## src/rtl/stb_generator_pkg.sv

```systemverilog
// Shared types and constants for the period-locked strobe generator.
package stb_gen_pkg;

   // Measurement / generator control states
   typedef enum logic [2:0] {
      ST_IDLE,
      ST_ARM,
      ST_COUNT,
      ST_RUN,
      ST_ERR
   } state_e;

   // Shortest period (in clk cycles) the generator will lock to
   localparam int MIN_PERIOD      = 4;
   // Default period counter width
   localparam int T_CNT_WIDTH_DEF = 32;

endpackage

```

## src/rtl/stb_generator_if.sv

```systemverilog
// Signal bundle between the strobe generator and its user.
interface stb_generator_if
   import stb_gen_pkg::*;
#(
   parameter int T_CNT_WIDTH = T_CNT_WIDTH_DEF
);
   logic                   sig_i;
   logic                   run_det_i;
   logic                   oe_i;
   logic                   stb_req_i;
   logic                   stb_o;
   logic                   stb_valid_o;
   logic                   debug_stb_o;
   logic                   rdy_o;
   logic                   err_o;
   logic [T_CNT_WIDTH-1:0] stb_period_o;

   modport master (
      output sig_i, run_det_i, oe_i, stb_req_i,
      input  stb_o, stb_valid_o, debug_stb_o, rdy_o, err_o, stb_period_o
   );

   modport slave (
      input  sig_i, run_det_i, oe_i, stb_req_i,
      output stb_o, stb_valid_o, debug_stb_o, rdy_o, err_o, stb_period_o
   );
endinterface

```

## src/rtl/sync_ff.sv

```systemverilog
// N-stage flip-flop synchronizer for a single asynchronous bit.
module sync_ff #(
   parameter int N = 2
) (
   input  logic clk_i,
   input  logic arst_i,
   input  logic d_i,
   output logic q_o
);
   logic [N-1:0] sync_q, sync_d;

   // Shift the input in at the LSB; the MSB is the synchronized value
   always_comb begin
      sync_d = (sync_q << 1) | N'(d_i);
   end

   // Synchronizer stages
   always_ff @(posedge clk_i or negedge arst_i) begin
      if (!arst_i) sync_q <= '0;
      else         sync_q <= sync_d;
   end

   assign q_o = sync_q[N-1];
endmodule

```

## src/rtl/stb_generator.sv

```systemverilog
// Measures the period of sig_i in clk cycles, then regenerates a
// free-running strobe at that period and gates requested strobes onto stb_o.
module stb_generator
   import stb_gen_pkg::*;
#(
   parameter int T_CNT_WIDTH = T_CNT_WIDTH_DEF,
   parameter int SYNC_STAGES = 2
) (
   input  logic            clk_i,
   input  logic            arst_i,
   stb_generator_if.slave  bus
);
   localparam logic [T_CNT_WIDTH-1:0] ONE  = T_CNT_WIDTH'(1);
   localparam logic [T_CNT_WIDTH-1:0] PMIN = T_CNT_WIDTH'(MIN_PERIOD);

   logic                   sig_s;
   logic                   sig_prev_q, sig_prev_d;
   logic                   rise_q, rise_d;
   logic                   run_prev_q, run_prev_d;
   logic                   run_rise;
   state_e                 state_q, state_d;
   logic [T_CNT_WIDTH-1:0] cnt_q, cnt_d;
   logic [T_CNT_WIDTH-1:0] gen_q, gen_d;
   logic [T_CNT_WIDTH-1:0] period_q, period_d;
   logic                   rdy_q, rdy_d;
   logic                   err_q, err_d;
   logic                   pend_q, pend_d;
   logic                   dbg_q, dbg_d;
   logic                   vld_q, vld_d;
   logic                   stb_q, stb_d;
   logic                   tick, served;

   sync_ff #(.N(SYNC_STAGES)) u_sync (
      .clk_i (clk_i),
      .arst_i(arst_i),
      .d_i   (bus.sig_i),
      .q_o   (sig_s)
   );

   // Edge detection: registered sig rise (same latency for every edge) and run_det rise
   always_comb begin
      sig_prev_d = sig_s;
      rise_d     = sig_s & ~sig_prev_q;
      run_prev_d = bus.run_det_i;
      run_rise   = bus.run_det_i & ~run_prev_q;
   end

   // FSM next state, period counter, latched period and generator down-counter
   always_comb begin
      state_d  = state_q;
      cnt_d    = cnt_q;
      gen_d    = gen_q;
      period_d = period_q;
      rdy_d    = rdy_q;
      err_d    = err_q;
      if (run_rise) begin
         // A fresh arm wins over everything and wipes the previous result
         state_d  = ST_ARM;
         cnt_d    = '0;
         gen_d    = '0;
         period_d = '0;
         rdy_d    = 1'b0;
         err_d    = 1'b0;
      end else begin
         case (state_q)
            ST_ARM: begin
               if (rise_q) begin
                  state_d = ST_COUNT;
                  cnt_d   = ONE;
               end
            end
            ST_COUNT: begin
               if (rise_q) begin
                  if (cnt_q < PMIN) begin
                     state_d = ST_ERR;
                     err_d   = 1'b1;
                  end else begin
                     state_d  = ST_RUN;
                     period_d = cnt_q;
                     rdy_d    = 1'b1;
                     gen_d    = cnt_q - ONE;
                  end
               end else if (cnt_q == '1) begin
                  state_d = ST_ERR;
                  err_d   = 1'b1;
               end else begin
                  cnt_d = cnt_q + ONE;
               end
            end
            ST_RUN: begin
               gen_d = (gen_q == '0) ? period_q - ONE : gen_q - ONE;
            end
            default: ;
         endcase
      end
   end

   // Strobe tick and request service; outputs are registered one cycle on,
   // so the tick is taken when the down-counter is about to hit zero
   always_comb begin
      tick   = (state_q == ST_RUN) && (state_d == ST_RUN) && (gen_q == ONE);
      served = tick && (pend_q || bus.stb_req_i);
      dbg_d  = tick;
      vld_d  = served;
      stb_d  = served && bus.oe_i;
      if (run_rise)    pend_d = 1'b0;
      else if (served) pend_d = 1'b0;
      else             pend_d = pend_q || bus.stb_req_i;
   end

   // State and output registers
   always_ff @(posedge clk_i or negedge arst_i) begin
      if (!arst_i) begin
         sig_prev_q <= 1'b0;
         rise_q     <= 1'b0;
         run_prev_q <= 1'b0;
         state_q    <= ST_IDLE;
         cnt_q      <= '0;
         gen_q      <= '0;
         period_q   <= '0;
         rdy_q      <= 1'b0;
         err_q      <= 1'b0;
         pend_q     <= 1'b0;
         dbg_q      <= 1'b0;
         vld_q      <= 1'b0;
         stb_q      <= 1'b0;
      end else begin
         sig_prev_q <= sig_prev_d;
         rise_q     <= rise_d;
         run_prev_q <= run_prev_d;
         state_q    <= state_d;
         cnt_q      <= cnt_d;
         gen_q      <= gen_d;
         period_q   <= period_d;
         rdy_q      <= rdy_d;
         err_q      <= err_d;
         pend_q     <= pend_d;
         dbg_q      <= dbg_d;
         vld_q      <= vld_d;
         stb_q      <= stb_d;
      end
   end

   assign bus.stb_o        = stb_q;
   assign bus.stb_valid_o  = vld_q;
   assign bus.debug_stb_o  = dbg_q;
   assign bus.rdy_o        = rdy_q;
   assign bus.err_o        = err_q;
   assign bus.stb_period_o = period_q;
endmodule

```

## src/flat_wrapper.sv

```systemverilog
// flat-port wrapper written by rule: the top's interface ports become plain ports
module stb_generator_flat import stb_gen_pkg::*;
#(
   parameter int T_CNT_WIDTH = T_CNT_WIDTH_DEF,
   parameter int SYNC_STAGES = 2
)
  (clk_i, arst_i, bus_sig_i, bus_run_det_i, bus_oe_i, bus_stb_req_i, bus_stb_o, bus_stb_valid_o, bus_debug_stb_o, bus_rdy_o, bus_err_o, bus_stb_period_o);
  stb_generator_if #(.T_CNT_WIDTH(T_CNT_WIDTH)) bus_i ();
  input  logic clk_i;
  input  logic arst_i;
  input wire logic [$bits(bus_i.sig_i)-1:0] bus_sig_i;
  input wire logic [$bits(bus_i.run_det_i)-1:0] bus_run_det_i;
  input wire logic [$bits(bus_i.oe_i)-1:0] bus_oe_i;
  input wire logic [$bits(bus_i.stb_req_i)-1:0] bus_stb_req_i;
  output wire logic [$bits(bus_i.stb_o)-1:0] bus_stb_o;
  output wire logic [$bits(bus_i.stb_valid_o)-1:0] bus_stb_valid_o;
  output wire logic [$bits(bus_i.debug_stb_o)-1:0] bus_debug_stb_o;
  output wire logic [$bits(bus_i.rdy_o)-1:0] bus_rdy_o;
  output wire logic [$bits(bus_i.err_o)-1:0] bus_err_o;
  output wire logic [$bits(bus_i.stb_period_o)-1:0] bus_stb_period_o;
  assign bus_i.sig_i = bus_sig_i;
  assign bus_i.run_det_i = bus_run_det_i;
  assign bus_i.oe_i = bus_oe_i;
  assign bus_i.stb_req_i = bus_stb_req_i;
  assign bus_stb_o = bus_i.stb_o;
  assign bus_stb_valid_o = bus_i.stb_valid_o;
  assign bus_debug_stb_o = bus_i.debug_stb_o;
  assign bus_rdy_o = bus_i.rdy_o;
  assign bus_err_o = bus_i.err_o;
  assign bus_stb_period_o = bus_i.stb_period_o;
  stb_generator #(.T_CNT_WIDTH(T_CNT_WIDTH), .SYNC_STAGES(SYNC_STAGES)) u_core (.clk_i(clk_i), .arst_i(arst_i), .bus(bus_i));
endmodule
```

## config.mk

```make
export PLATFORM = sky130hd
export DESIGN_NAME = stb_generator_flat
export DESIGN_NICKNAME = d
export VERILOG_FILES = /design/src/rtl/stb_generator_pkg.sv /design/src/rtl/stb_generator_if.sv /design/src/rtl/sync_ff.sv /design/src/rtl/stb_generator.sv /design/src/flat_wrapper.sv
export SDC_FILE = /design/constraint.sdc
export NUM_CORES = 1
export LEC_CHECK = 0
export ABC_AREA = 1
export CORE_MARGIN = 3
export CORE_UTILIZATION = 35
export DETAILED_ROUTE_END_ITERATION = 6
export PLACE_DENSITY = 0.64
export SLEW_MARGIN = 5
export SYNTH_ARGS = -nofsm -noshare
export SYNTH_HDL_FRONTEND = slang
export SYNTH_SLANG_ARGS = --single-unit
```

## constraint.sdc

```tcl
create_clock -name clk_i -period 1.9 [get_ports clk_i]
set_input_delay 0.38 -clock clk_i [delete_from_list [all_inputs] [get_ports clk_i]]
set_output_delay 0.38 -clock clk_i [all_outputs]
set_load 0.05 [all_outputs]
```

# == Word-level counts from Yosys, hierarchy flattened ==
# Cells that the tools add are included.
# W data, S select, Z words.
# totals
regBits,110
latchBits,0
ram_bits,0
rom_bits,0
inputBits,6
output_inout_bits,37
elab_cells,83
memories,0
# classes
add_sub_neg,4
mul,0
div,0
n_lt_le_gt_ge,1
eq_ne,13
shift,0
muxes,31
n_bitwise,5
reduce_logical,15
# ops
operator,n
$mux W32,12
$pmux W32 S2,2
$sub A32 B1 Y32 const B,3
$add A32 B1 Y32 const B,1
$eq A32 B1 Y1 const B,1
$eq A32 B32 Y1 const B,1
$logic_not A32 Y1,1
$lt A32 B3 Y1 const B,1
$mux W3,5
$mux W1,11
$eq A3 B2 Y1 const B,3
$reduce_and A3 Y1,3
$reduce_bool A3 Y1,3
$ne A3 B1 Y1 const B,2
$ne A3 B2 Y1 const B,2
$ne A3 B3 Y1 const B,2
$pmux W3 S2,1
$logic_and A1 B1 Y1,4
$reduce_and A4 Y1,1
$reduce_bool A2 Y1,2
$eq A3 B1 Y1 const B,1
$and A1 B1 Y1,2
$ne A2 B1 Y1 const B,1
$not A1 Y1,2
2 further kinds,2

# == Longest topological paths before layout ==
# logic_depth
word_depth,11
mapped_depth,14
ltp_nobuf,13

# == By module ==
# Synthesis repeated with hierarchy kept, for this count alone.
# hier_totals
hier_cells,1345
area_unflattened_um2,8331.7
# by_module_without_submodules
module,instances,cells_per_inst,area_each_um2
stb_generator,1,1343,8281.7
sync_ff,1,2,50.0

# == Worst setup path after synthesis ==
# Ideal clock, no wire load.
# synth_timing
path_type,register -> register
start,reg u_core.cnt_q[0]
end,reg u_core.cnt_q[19]
arrival_ps,1766
t_required_ps,1783
setup_slack_ps,17
path_stages_with_launch,15
n_path_buf,2
cell_sequence,dfrtp_1 > ha_1 > nand2_2 > nor2_4 > nand2_2 > nor2_4 > nand2_2 > nor2_2 > nand2_1 > nand2_1 > nand2_2 > buf_6 > buf_6 > nand3_2 > nand2_1
# synth_via
elab_chain_len,5
# synth_rtl
item,line_no,source
"start, declared",stb_generator.sv:22,"logic [T_CNT_WIDTH-1:0] cnt_q, cnt_d;"
"start signal, assigned",stb_generator.sv:132,cnt_q <= cnt_d;
$add A32 B1 Y32,stb_generator.sv:87,cnt_d = cnt_q + ONE;
$mux W32,stb_generator.sv:83,end else if (cnt_q == '1) begin
$mux W32,stb_generator.sv:73,if (rise_q) begin
$pmux W32 S2,stb_generator.sv:65,case (state_q)
$mux W32,stb_generator.sv:56,if (run_rise) begin
# Parallel ways exist; a longest one is shown, timed or not. The select of a mux whose other input is x is not followed.
# A chain may end at the register's enable or synchronous reset.

# == Final worst setup path ==
# layout_timing
start,reg u_core.cnt_q[22]
end,reg u_core.cnt_q[12]
# layout_via
elab_chain_len,3
# layout_rtl
item,line_no
$eq A32 B32 Y1,stb_generator.sv:83
$ne A3 B2 Y1 (no source line),--
$reduce_and A4 Y1 (no source line),--
# No other way between the ends.

==> impl_metrics.json <==
{
  "start_util_pct": 35.7,
  "grtUsageTotal_pct": 23.1,
  "synth_xor_area_share_pct": 6.88,
  "r2r-start": "u_core.cnt_q[22]",
  "max_freq_mhz": 501,
  "synth_compound_area_share_pct": 8.53,
  "cts_sinks": 110,
  "rrSetupSlack_ns": -0.1,
  "route.vias.total": 9558,
  "fillers": 2373,
  "drt_iter0_drc": 840,
  "ys_async_sr_fraction_pct": 100,
  "yosys_warnings": 0,
  "grt_start_max_net_pins": 42,
  "clock_path_buffers": 2,
  "post-route-drc-count": 0,
  "outcome": "finished, violations left",
  "fin_skew_ns": 0.00937,
  "avgRoutedWirePerCell_um": 17.3,
  "cts_buffers": 9,
  "port_buffers": 42,
  "antenna_found_initial": 0,
  "insertion_delay_ns": 0.37,
  "fin_crit_sh_pct": 105,
  "synth_flop_cell": "dfrtp_1",
  "p_total_w": 0.0142,
  "synth_cell_types": 35,
  "crit_path_start_kind": "flip-flop",
  "cts_htree_levels": 3,
  "setup_viol": 56,
  "syn_inst": 1315,
  "syn2layout_area_growth_pct": 39.5,
  "multi_input_area_um2": 5610,
  "antenna_left": 0,
  "ir_drop_mv": 0.548,
  "core_um2": 23500,
  "routed_wl_um": 32000,
  "rr_endpoint": "u_core.cnt_q[12]",
  "drtPass1Iterations": 6,
  "violations": "setup timing",
  "syn_nets": 1327,
  "hpwlAfterDp_um": 24200,
  "synth_top_family_by_area": "simple AND/OR/NAND/NOR gates",
  "ff2ff_path_depth": 13,
  "gp_congestion": 0.947,
  "synth_area_um2": 8400,
  "layout-drive-gt1-share_pct": 31.2,
  "grt_overflow": 0,
  "rsz0062_at_grt": "true",
  "io-pin-count": 43,
  "whs_ns": 0.0692,
  "setup.worst_path.class": "reg -> reg",
  "synth-seq-cells": 110,
  "required_ns": 2.15,
  "num_rows": 56,
  "first_global_vias": 8752,
  "synth_fa_ha_area_share_pct": 0.893,
  "clock-root-buffer": "clkbuf_16",
  "grt_pass1_wl_um": 46800,
  "holdCritPathClass": "in -> async",
  "seqCellArea_um2": 2770,
  "hold_viol": 0,
  "fin_util_pct": 49.8,
  "synth_edf_count": 0,
  "synth_area_per_cell_um2": 6.39,
  "tightest_slew_ns": 0.564,
  "die_area_um2": 25900,
  "routed_via_density": 5.16,
  "die_y_um": 161,
  "slew_viol_final": 0,
  "p_leak_nw": 5.84,
  "cts_tree": "done",
  "period_needed_ns": 2.00,
  "power.density_nw_per_um2": 1210,
  "arrival_ns": 2.25,
  "fin_nets": 1543,
  "dieWidth_um": 161,
  "pre_cts_slack_ns": -0.185,
  "relSlewSlack_pct": 62.4,
  "synth.area.mux_share_pct": 0,
  "diodes": 0,
  "end_kind": "flip-flop",
  "cp_max_fo": 7,
  "clk_transition_reported_paths_ns": 0.08,
  "maxCapViolCount": 0,
  "setup_ws_ns": -0.0963,
  "ys_seq_area_share_pct": 32.8,
  "yosys.area_share.simple_pct": 41.8
}
cell families after synthesis:
family,after synthesis
and+or+nand+nor,826
DFF,110
AOI/OAI and AO/OA,130
xor gates and xnor gates,66
buffers and inverters,177
adders and majority gates,6
placed cells by master, fill, tap and decap left out, types with 3 or more instances in the layout:
cell and n:
xor2_1 58, nor2_2 40, inv_1 117, o21ai_2 9, buf_6 7, nand2_4 21, nand3_1 90, nand4_1 28
a21oi_2 5, nand3b_1 5, nor3_2 3, nor2_1 187, o21ai_1 25, nand2_1 319, a21oi_1 21, nand3_2 21
clkdlybuf4s50_1 7, inv_4 3, buf_12 7, xnor2_1 7, nor3_1 23, dfrtp_1 96, nand2_2 56, o22ai_1 29
dfrtp_2 14, inv_2 12, clkbuf_16 14, o21ai_0 33, buf_4 220, nor2_4 24
area by class of cell:
class                   instances  area share, %
clock inverters                 3          0.576
well taps                     319           3.40
inverters                     133           4.32
clock buffers                  12           2.19
flip-flops and latches        110           23.6
repair buffers                249           18.0
multi-input cells            1028           47.8
cell usage after synthesis (2+ instances only):
library cell | number | area [um2]
a21oi_1 | 26 | 130
and2_1 | 2 | 12.5
buf_1 | 3 | 11.3
buf_2 | 18 | 90.1
buf_4 | 9 | 67.6
buf_6 | 6 | 67.6
clkbuf_1 | 8 | 30.0
dfrtp_1 | 110 | 2750
ha_1 | 6 | 75.1
inv_1 | 124 | 465
inv_2 | 8 | 30.0
nand2_1 | 388 | 1460
nand2_2 | 9 | 56.3
nand3_1 | 102 | 510
nand3_2 | 11 | 110
nand3b_1 | 5 | 37.5
nand4_1 | 28 | 175
nor2_1 | 237 | 890
nor2_2 | 10 | 62.6
nor2_4 | 4 | 45.0
nor3_1 | 26 | 130
nor3b_1 | 3 | 22.5
o2111ai_1 | 2 | 17.5
o211ai_1 | 2 | 15.0
o21ai_0 | 46 | 230
o21ai_1 | 21 | 105
o22ai_1 | 29 | 181
xnor2_1 | 7 | 61.3
xor2_1 | 59 | 517
layer usage:
metal / vias to the layer above / wire (um) / GRT usage [%]
li1: 4642 / - / -
met1: 4475 / 13400 / 30.4
met2: 334 / 15300 / 38.8
met3: 107 / 1850 / 2.97
met4: 0 / 1480 / 9.07
met5: - / 0 / 0
report_power, final:
group / internal [W] / switching (W) / total [W]
logic: 0.00372 / 0.00540 / 0.00913
clock network: 0.00122 / 0.000912 / 0.00214
registers: 0.00265 / 0.000329 / 0.00298
repair_timing:
item                                    4_1_cts  5_1_grt
endpoints found under the setup margin       51      101
buffers inserted                              1       12
pin swaps                                     6       53
cloned                                        1        8
hold buffers                                  0        0
gates resized for setup                      28      228
through the flow:
step / setup TNS, ns / cell area (um2) / cells
2_1_floorplan: 0 / 8400 / 1315
3_3_place_gp: -2.34 / 10300 / 1817
3_5_place_dp: -3.10 / 10300 / 1817
4_1_cts: 0 / 10800 / 1834
5_1_grt: -7.13 / 11700 / 1854
6_report: -3.15 / 11700 / 1854
worst max path at each step:
| stage | end | slack (ns) | from |
|---|---|---|---|
| global route | u_core.cnt_q[16] | -0.15 | u_core.cnt_q[22] |
| floorplan | u_core.cnt_q[19] | 0.02 | u_core.cnt_q[0] |
| global placement | u_core.pend_q | -0.13 | u_core.gen_q[18] |
| CTS | u_core.cnt_q[1] | 0.001 | u_core.cnt_q[0] |
| finish | u_core.cnt_q[12] | -0.1 | u_core.cnt_q[22] |
| detailed placement | u_core.pend_q | -0.19 | u_core.gen_q[18] |
sequential cells by signal (all words and copies together), names as in the netlist:
signal and flops:
u_core.bus.err_o 1, u_core.bus.stb_period_o 32, u_core.u_sync.sync_q 2, u_core.gen_q 32
u_core.bus.debug_stb_o 1, u_core.state_q 3, u_core.sig_prev_q 1, u_core.rise_q 1
u_core.bus.rdy_o 1, u_core.bus.stb_o 1, u_core.pend_q 1, u_core.run_prev_q 1
u_core.bus.stb_valid_o 1, u_core.cnt_q 32
worst max-delay path: stages, from the launching register on:
cell       delay (ns)
dfrtp_1          0.42
buf_6            0.16
nand2_1          0.12
nor2_2           0.16
nand2_2          0.10
inv_1            0.08
nand2_2          0.05
nor2_2           0.10
nand2_1          0.09
nand2_2          0.13
nand2_8          0.13
clkbuf_16        0.20
nand2_4          0.07
o21ai_2          0.05
Power figures use the tool's default switching activity.
